**src/rtl/vdff_rx_fifo.sv**
```systemverilog
// Receive-side FWFT FIFO at the consuming end of a vdff pipeline.
// Valid/ready on both sides; sticky ovf flags a producer that withdrew a stalled word.
module vdff_rx_fifo #(
  parameter int size  = 5,
  parameter int depth = 4,
  parameter int aw    = 2
) (
  input  logic            clk,
  input  logic            rst,
  input  logic            in_valid,
  input  logic [0:size-1] in_data,
  output logic            in_ready,
  output logic            out_valid,
  output logic [0:size-1] out_data,
  input  logic            out_ready,
  output logic [aw:0]     count,
  output logic            ovf
);

  localparam logic [aw:0] full_count = (aw + 1)'(depth);

  logic [0:size-1] mem [depth];
  logic [aw-1:0]   wr_ptr;
  logic [aw-1:0]   rd_ptr;
  logic            stall_q;
  logic            push;
  logic            pop;

  // Ready is decoded from registered count only, so out_ready never reaches in_ready.
  assign in_ready  = (count != full_count);
  assign out_valid = (count != '0);
  assign out_data  = mem[rd_ptr];
  assign push      = in_valid & in_ready;
  assign pop       = out_valid & out_ready;

  // NOTE: sequential state uses non-blocking assignments so every register samples pre-edge values.
  always_ff @(posedge clk or posedge rst) begin
    if (rst) begin
      wr_ptr  <= '0;
      rd_ptr  <= '0;
      count   <= '0;
      stall_q <= 1'b0;
      ovf     <= 1'b0;
    end else begin
      if (push) wr_ptr <= wr_ptr + 1'b1;
      if (pop)  rd_ptr <= rd_ptr + 1'b1;
      case ({push, pop})
        2'b10:   count <= count + 1'b1;
        2'b01:   count <= count - 1'b1;
        default: count <= count;
      endcase
      stall_q <= in_valid & ~in_ready;
      if (stall_q && !in_valid) ovf <= 1'b1;
    end
  end

  // NOTE: storage is deliberately not reset; count/out_valid gate it, and a reset would bloat the array.
  always_ff @(posedge clk) begin
    if (push) mem[wr_ptr] <= in_data;
  end

endmodule

```
**config.mk**
```make
export PLATFORM = sky130hd
export DESIGN_NAME = vdff_rx_fifo
export DESIGN_NICKNAME = d
export VERILOG_FILES = /design/src/rtl/vdff_rx_fifo.sv
export SDC_FILE = /design/constraint.sdc
export NUM_CORES = 1
export LEC_CHECK = 0
export CAP_MARGIN = 20
export CORE_MARGIN = 1
export CORE_UTILIZATION = 46
export DETAILED_ROUTE_END_ITERATION = 12
export PLACE_DENSITY = 0.82
export SETUP_SLACK_MARGIN = 0.02
export SKIP_CTS_REPAIR_TIMING = 1
export SLEW_MARGIN = 40
export SYNTH_ARGS = -nofsm -noshare
export SYNTH_HDL_FRONTEND = slang
export SYNTH_SLANG_ARGS = --single-unit
```
**constraint.sdc**
```tcl
create_clock -name clk -period 2.09 [get_ports clk]
set_input_delay 0.418 -clock clk [delete_from_list [all_inputs] [get_ports clk]]
set_output_delay 0.418 -clock clk [all_outputs]
set_load 0.05 [all_outputs]
```
==> flow_metrics.env, run 1 <==
export IMPL_status="finished clean"
export IMPL_coreArea_um2=2500
export IMPL_cp_arrival_ps=2240
export IMPL_clock_sinks=29
export IMPL_antenna_found_initial=0
export IMPL_cp_end_kind="register"
export IMPL_cts_max_path_buffers=2
export IMPL_finalHoldViolations=0
export IMPL_finalMaxSlewViolations=0
export IMPL_grt_first_pass_wirelength_um=2910
export IMPL_synth_area_top_cells="edfxtp_1 (49%), dfrtp_1 (18%), mux4_2 (9.2%), ha_1 (5.1%), inv_1 (2.1%)"
export IMPL_crit_path_start_kind="register"
export IMPL_vias=636
export IMPL_antenna_cells=0
export IMPL_power_density_nw_per_um2=1660
export IMPL_min_period_ps=1990
export IMPL_die_h_um=53.7
export IMPL_multi_input_area_um2=375
export IMPL_critical_path_max_stage_delay_ps=440
export IMPL_cp_data_required_time_ps=2340
export IMPL_vias_per_cell=4.93
export IMPL_worst_slew_pin_slew_ps=501
export IMPL_die_w_um=53.7
export IMPL_synthArstFlopShare=0.310
export IMPL_relSlewSlack=0.665
export IMPL_dpl_hpwl_um=1370
export IMPL_drv_cap=0
export IMPL_drt_iter0_markers=12
export IMPL_synth_edff_count=20
export IMPL_io_pins=20
export IMPL_yosysUniqueCellTypes=22
export IMPL_ys_warn_count=0
export IMPL_die_area_um2=2880
export IMPL_grt_max_degree=10
export IMPL_core_rowCount=18
export IMPL_gp_congestion=0.700
export IMPL_syn2layout_area_growth_pct=26.4
export IMPL_setup_viol=0
export IMPL_totalWireLength_um=1920
export IMPL_synth_area_um2=1230
export IMPL_synth_most_common_cell="edfxtp_1"
export IMPL_yosysTopAreaCell="edfxtp_1"
export IMPL_power_leakage_nw=0.620
export IMPL_rsz0062_at_grt="true"
export IMPL_worstPathCellList="or3b_4 -> nand2_4 -> ha_4 -> inv_2 -> fa_2 -> xor2_1 -> nor2_1 -> xor2_1"
export IMPL_fmax_ghz=0.503
export IMPL_seqCellArea_um2=831
export IMPL_clock_root_buffer="clkbuf_4"
export IMPL_fin_crit_sh=0.951
export IMPL_avgSynthCellArea_um2=17.6
export IMPL_grt_use_total=0.159
export IMPL_r2r_cells=8
export IMPL_crit_type="register to register"
export IMPL_tritoncts="done"
export IMPL_min_path_type="input pin to asynchronous set/reset pin"
export IMPL_drive_above_1_share=0.384
export IMPL_fin_util=0.622
export IMPL_tns_ps=0
export IMPL_initial_core_util=0.492
export IMPL_cts_reportedPaths_clkPinSlew_ps=100
export IMPL_fillers=178
export IMPL_path_buf_inv=1
export IMPL_slowest_stage="dfrtp_2"
export IMPL_detail_route_antenna_nets=0
export IMPL_synth_top_area_share=0.488
export IMPL_netlist_instances=70
export IMPL_synth_commonest_cells="edfxtp_1 (20), dfrtp_1 (9), inv_1 (7), ha_1 (5), mux4_2 (5)"
export IMPL_max_vdd_ir_drop_uv=1300
export IMPL_drc_errors=0
export IMPL_path_max_fanout=5
export IMPL_grt_pass1_vias=631
export IMPL_insertion_delay_ps=330
export IMPL_dr_pass1_iters=4
export IMPL_h_tree_depth=2
export IMPL_seq_area_frac_synth=0.671
export IMPL_path_depth=8
export IMPL_routedWlPerCell_um=14.9
export IMPL_cp_common_cell="xor2_1"
export IMPL_numPortBuffers=19
export IMPL_fin_nets=113
export IMPL_globalRouteOverflowTotal=0
export IMPL_synth_seq_cells=29
export IMPL_fin_skew_ps=16.0
export IMPL_cts_inserted_buffers=5
export IMPL_synth_fp_nets=85
export IMPL_ys_flop_type="edfxtp_1"
export IMPL_cp_top_family="simple AND/OR/NAND/NOR gates"
-- per-layer routing --
layer  GRT usage  vias up  share of wire  wire, µm
li1            -      308              -         -
met2       0.241       18           0.51       987
met1       0.189      308           0.42       808
met4      0.0658        0         0.0052        10
met3      0.0847        2          0.060       115
met5           0        -              0         0
-- state kept, by name, indices dropped and copies added (netlist names) --
| signal | cells |
|---|---|
| count | 3 |
| wr_ptr | 2 |
| ovf | 1 |
| mem | 20 |
| rd_ptr | 2 |
| stall_q | 1 |
-- where the power goes --
group          leakage [nW]  switching [W]  total, W  internal, W
Clock                0.0399       0.000186  0.000435     0.000249
Combinational         0.295       0.000703   0.00121     0.000505
Sequential            0.284       0.000142  0.000938     0.000796
-- final cells by class --
class                      count  area share
sequential                    29       0.534
multi-input combinational     31       0.241
timing repair buffer          24       0.135
clock buffer                   6      0.0265
tap                           30      0.0241
clock inverter                 2      0.0217
inverter                       7      0.0169
-- stage by stage --
stage | total power [W] | cells | area [µm²] | hold slack [ps] | setup WS [ps]
2_1_floorplan | 0.00180 | 70 | 1250 | 246 | -54.6
3_3_place_gp | 0.00209 | 119 | 1460 | 439 | 65.0
3_5_place_dp | 0.00212 | 119 | 1460 | 453 | -29.6
4_1_cts | 0.00256 | 127 | 1540 | 341 | -44.3
5_1_grt | 0.00271 | 129 | 1560 | 368 | 8.23
6_report | 0.00258 | 129 | 1560 | 337 | 102
-- final timing paths --
path	start	endpoint	slack, ps
setup / recovery	count[1]$_DFFE_PP0P_	count[2]$_DFFE_PP0P_	100
hold / removal	rst	ovf$_DFFE_PP0P_	340
setup reg to reg	count[1]$_DFFE_PP0P_	count[2]$_DFFE_PP0P_	100
max in group asynchronous	rst	count[2]$_DFFE_PP0P_	1480
min in group clk	ovf$_DFFE_PP0P_	ovf$_DFFE_PP0P_	470
hold reg to reg	ovf$_DFFE_PP0P_	ovf$_DFFE_PP0P_	470
-- cells by family after synthesis --
| logic type | Yosys count | synth area share |
|---|---|---|
| fa+ha+maj | 6 | 0.0671 |
| simple gates | 10 | 0.0549 |
| flops | 29 | 0.671 |
| buf+inv | 10 | 0.0376 |
| xor+xnor | 6 | 0.0427 |
| compound gates | 2 | 0.0142 |
| mux | 7 | 0.112 |
-- placed cells by master, fill, tap and decap left out, drive strengths merged --
cell type / instances
and3: 4
o31a: 1
fa: 1
or3b: 1
xor2: 3
nor2: 2
bufinv: 1
or3: 1
inv: 7
mux2i: 1
nand2: 2
clkbuf: 6
xnor2: 3
dfrtp: 9
ha: 5
clkinv: 1
clkdlybuf4s50: 12
a21o: 1
mux2: 1
buf: 12
edfxtp: 20
mux4: 5
Power figures use the tool's default switching activity.
==> inputs of run 2 (changes only) <==
--- a/config.mk
+++ b/config.mk
@@ -6,7 +6,7 @@
 export NUM_CORES = 1
 export LEC_CHECK = 0
 export CAP_MARGIN = 20
-export CORE_MARGIN = 1
+export CORE_MARGIN = 1.5
 export CORE_UTILIZATION = 46
 export DETAILED_ROUTE_END_ITERATION = 12
 export PLACE_DENSITY = 0.82
==> flow_metrics.env, run 2 (synthesis gave the netlist of run 1 again) <==
export IMPL_status="finished clean"
export IMPL_path_max_fanout=7
export IMPL_tritoncts="done"
export IMPL_die_h_um=54.7
export IMPL_setup_viol=0
export IMPL_drt_iter0_markers=8
export IMPL_relSlewSlack=0.661
export IMPL_crit_type="register to output port"
export IMPL_cts_inserted_buffers=5
export IMPL_io_pins=20
export IMPL_cp_data_required_time_ps=1670
export IMPL_clock_sinks=29
export IMPL_regMostFlops="mem"
export IMPL_fin_util=0.606
export IMPL_worst_slew_pin_slew_ps=507
export IMPL_coreArea_um2=2500
export IMPL_die_area_um2=2990
export IMPL_h_tree_depth=2
export IMPL_power_leakage_nw=0.597
export IMPL_top_regs="mem: 20 flops, count: 3 flops"
export IMPL_clock_root_buffer="clkbuf_4"
export IMPL_syn2layout_area_growth_pct=23.1
export IMPL_cp_end_kind="output port"
export IMPL_place_area_um2=1460
export IMPL_fin_area_um2=1510
export IMPL_dr_pass1_iters=3
export IMPL_detail_route_antenna_nets=0
export IMPL_finalHoldViolations=0
export IMPL_grt_first_pass_wirelength_um=2980
export IMPL_dp_cells=119
export IMPL_grt_use_total=0.157
export IMPL_core_rowCount=18
export IMPL_numPortBuffers=19
export IMPL_drive_above_1_share=0.351
export IMPL_crit_path_start_kind="register"
export IMPL_largest_register_ffs=20
export IMPL_power_density_nw_per_um2=1590
export IMPL_antenna_cells=0
export IMPL_globalRouteOverflowTotal=0
export IMPL_finalMaxSlewViolations=0
export IMPL_fmax_ghz=0.504
export IMPL_fin_crit_sh=0.950
export IMPL_fin_nets=111
export IMPL_p_total_w=0.00241
export IMPL_final_common_cell="edfxtp_1"
export IMPL_max_vdd_ir_drop_uv=954
export IMPL_vias=649
export IMPL_antenna_found_initial=0
export IMPL_gp_congestion=0.660
export IMPL_grt_pass1_vias=647
export IMPL_cp_arrival_ps=1570
export IMPL_totalWireLength_um=1840
export IMPL_cts_max_path_buffers=2
export IMPL_dpl_hpwl_um=1380
export IMPL_routedWlPerCell_um=14.5
export IMPL_fin_skew_ps=8.12
export IMPL_fillers=197
export IMPL_min_period_ps=1980
export IMPL_rsz0062_at_grt="false"
export IMPL_cts_reportedPaths_clkPinSlew_ps=80
export IMPL_fin_cells=127
export IMPL_layout_common_cells="edfxtp_1 (20), clkdlybuf4s50_1 (12), buf_4 (10)"
export IMPL_min_path_type="input pin to asynchronous set/reset pin"
export IMPL_grt_max_degree=10
export IMPL_vias_per_cell=5.11
export IMPL_drc_errors=0
export IMPL_insertion_delay_ps=310
export IMPL_initial_core_util=0.492
export IMPL_die_w_um=54.7
export IMPL_drv_cap=0
run 2: final timing paths:
kind                                       start               endpoint  slack [ps]  depth (start not counted)
setup / recovery           rd_ptr[0]$_DFFE_PP0P_            out_data[1]         110                          2
hold / removal                               rst  rd_ptr[0]$_DFFE_PP0P_         350                          2
setup reg to reg            count[1]$_DFFE_PP0P_   count[2]$_DFFE_PP0P_         120                          8
hold reg to reg                stall_q$_DFF_PP0_        ovf$_DFFE_PP0P_         470                          1
max in group asynchronous                    rst   count[1]$_DFFE_PP0P_        1480                          2
min in group clk               stall_q$_DFF_PP0_        ovf$_DFFE_PP0P_         470                          1
run 2: power by group:
part / internal (W) / switching, W
Clock: 0.000134 / 0.000168
Combinational: 0.000478 / 0.000686
Sequential: 0.000796 / 0.000147
run 2: layout make-up:
class / instances / area, µm² / share of cell area
Clock buffer: 8 / 48.8 / 0.0322
Timing Repair Buffer: 22 / 195 / 0.129
Sequential cell: 29 / 831 / 0.549
Multi-Input combinational cell: 31 / 375 / 0.248
Tap cell: 30 / 37.5 / 0.0248
Inverter: 7 / 26.3 / 0.0174
run 2: stage by stage:
stage / worst slack, ps / TNS [ps] / hold slack [ps]
3_3_place_gp: 69.5 / 0 / 440
3_5_place_dp: 10.5 / 0 / 453
6_report: 105 / 0 / 349
2_1_floorplan: -54.6 / -54.6 / 246
4_1_cts: -45.3 / -138 / 350
5_1_grt: 22.1 / 0 / 368
run 2: worst max-delay path: stages, from the launching register on:
cell and delay, ps:
dfrtp_2 500, mux4_2 540, buf_4 210
run 2: layer usage:
layer | GRT usage | vias up | share of wire
li1 | - | 302 | -
met1 | 0.189 | 328 | 0.43
met2 | 0.238 | 14 | 0.49
met3 | 0.0574 | 5 | 0.047
met4 | 0.100 | 0 | 0.026
met5 | 0 | - | 0
==> inputs of run 3 (changes only) <==
--- a/config.mk
+++ b/config.mk
@@ -7,9 +7,10 @@
 export LEC_CHECK = 0
 export CAP_MARGIN = 20
 export CORE_MARGIN = 1.5
-export CORE_UTILIZATION = 46
+export CORE_UTILIZATION = 49
+export CTS_BUF_LIST = sky130_fd_sc_hd__clkbuf_4 sky130_fd_sc_hd__clkbuf_8
 export DETAILED_ROUTE_END_ITERATION = 12
-export PLACE_DENSITY = 0.82
+export PLACE_DENSITY = 0.86
 export SETUP_SLACK_MARGIN = 0.02
 export SKIP_CTS_REPAIR_TIMING = 1
 export SLEW_MARGIN = 40
==> flow_metrics.env, run 3 (synthesis gave the netlist of run 1 again) <==
export IMPL_crit_path_start_kind="register"
export IMPL_layout_common_cells="edfxtp_1 (20), clkdlybuf4s50_1 (12), buf_4 (11)"
export IMPL_fin_util=0.664
export IMPL_setup_viol=0
export IMPL_worst_slew_pin_slew_ps=511
export IMPL_power_density_nw_per_um2=1610
export IMPL_fmax_ghz=0.506
export IMPL_totalWireLength_um=2080
export IMPL_min_period_ps=1980
export IMPL_power_leakage_nw=0.609
export IMPL_h_tree_depth=2
export IMPL_place_area_um2=1460
export IMPL_grt_first_pass_wirelength_um=3290
export IMPL_worstPathCellList="clkdlybuf4s50_1"
export IMPL_cp_end_kind="output port"
export IMPL_clock_root_buffer="clkbuf_4"
export IMPL_globalRouteOverflowTotal=0
export IMPL_drc_errors=0
export IMPL_initial_core_util=0.535
export IMPL_io_pins=20
export IMPL_dpl_hpwl_um=1590
export IMPL_numPortBuffers=19
export IMPL_finalMaxSlewViolations=0
export IMPL_syn2layout_area_growth_pct=24.1
export IMPL_cp_data_required_time_ps=1670
export IMPL_grt_pass1_vias=705
export IMPL_core_rowCount=17
export IMPL_critical_path_max_stage_delay_ps=830
export IMPL_crit_type="register to output port"
export IMPL_die_area_um2=2820
export IMPL_r2r_start="count[1]$_DFFE_PP0P_"
export IMPL_relSlewSlack=0.659
export IMPL_slowest_stage="clkdlybuf4s50_1"
export IMPL_fin_cells=126
export IMPL_largest_register_ffs=20
export IMPL_ff2ff_setup_slack_ps=130
export IMPL_routedWlPerCell_um=16.5
export IMPL_cts_max_path_buffers=2
export IMPL_r2r_end="count[2]$_DFFE_PP0P_"
export IMPL_drv_cap=0
export IMPL_final_common_cell="edfxtp_1"
export IMPL_path_max_fanout=5
export IMPL_finalHoldViolations=0
export IMPL_place_ws_ps=-8.63
export IMPL_antenna_found_initial=0
export IMPL_cts_reportedPaths_clkPinSlew_ps=80
export IMPL_clock_sinks=29
export IMPL_die_h_um=53.1
export IMPL_status="finished clean"
export IMPL_path_buf_inv=1
export IMPL_tritoncts="done"
export IMPL_drive_above_1_share=0.378
export IMPL_path_depth=1
export IMPL_fin_skew_ps=8.16
export IMPL_regMostFlops="mem"
export IMPL_coreArea_um2=2300
export IMPL_fin_crit_sh=0.945
export IMPL_die_w_um=53.1
export IMPL_vias=670
export IMPL_cts_inserted_buffers=5
export IMPL_gp_congestion=0.668
export IMPL_max_vdd_ir_drop_uv=1060
export IMPL_fin_area_um2=1530
export IMPL_cp_top_family="buffers and inverters"
export IMPL_p_total_w=0.00246
export IMPL_fin_nets=112
export IMPL_dp_cells=117
export IMPL_cp_arrival_ps=1560
export IMPL_detail_route_antenna_nets=0
export IMPL_insertion_delay_ps=310
export IMPL_r2r_cells=8
export IMPL_antenna_cells=0
export IMPL_top_regs="mem: 20 flops, count: 3 flops"
export IMPL_grt_use_total=0.183
export IMPL_vias_per_cell=5.32
export IMPL_dr_pass1_iters=4
export IMPL_min_path_type="input pin to asynchronous set/reset pin"
export IMPL_rsz0062_at_grt="false"
export IMPL_drt_iter0_markers=9
export IMPL_setup_ws_ps=114
export IMPL_grt_max_degree=10
==> run 3: cell count changes in the layout (fill, tap and decap cells not counted) <==
| cell | before | now |
|---|---|---|
| clkbuf_4 | 5 | 7 |
| buf_4 | 10 | 11 |
| clkbuf_1 | 3 | 0 |
| clkinv_1 | 0 | 1 |
==> run 3: worst max path at each step <==
| stage | start | end | slack, ps |
|---|---|---|---|
| 2_1_floorplan | count[1]$_DFFE_PP0P_ | count[2]$_DFFE_PP0P_ | -50 |
| 3_3_place_gp | out_ready | count[2]$_DFFE_PP0P_ | 70 |
| 3_5_place_dp | out_ready | count[2]$_DFFE_PP0P_ | -9 |
| 4_1_cts | rd_ptr[0]$_DFFE_PP0P_ | out_data[2] | -30 |
| 5_1_grt | count[1]$_DFFE_PP0P_ | count[2]$_DFFE_PP0P_ | 20 |
| 6_report | count[1]$_DFFE_PP0P_ | count[1] | 110 |
==> run 3: per-layer routing <==
metal,wire length [µm],up-vias,global-route usage,share of wire
li1,-,306,-,-
met1,756,345,0.188,0.36
met2,1200,17,0.313,0.58
met3,105,2,0.0819,0.051
met4,11,0,0.0897,0.0053
met5,0,-,0,0
==> run 3: stage by stage <==
stage | hold WS (ps) | setup TNS [ps]
6_report | 354 | 0
5_1_grt | 355 | 0
4_1_cts | 354 | -102
3_5_place_dp | 446 | -8.63
3_3_place_gp | 440 | 0
2_1_floorplan | 246 | -54.6
==> run 3: cell type report <==
| class | instances | area (µm²) |
|---|---|---|
| Tap cell | 28 | 35.0 |
| Clock buffer | 7 | 52.6 |
| Fill cell | 144 | 771 |
| Multi-Input combinational cell | 31 | 375 |
| Timing Repair Buffer | 23 | 203 |
| Inverter | 7 | 26.3 |
| Clock inverter | 1 | 3.75 |
| Sequential cell | 29 | 831 |
==> run 3: power by group <==
part | switching, W | internal [W]
registers | 0.000156 | 0.000796
logic | 0.000694 | 0.000482
clock network | 0.000172 | 0.000155
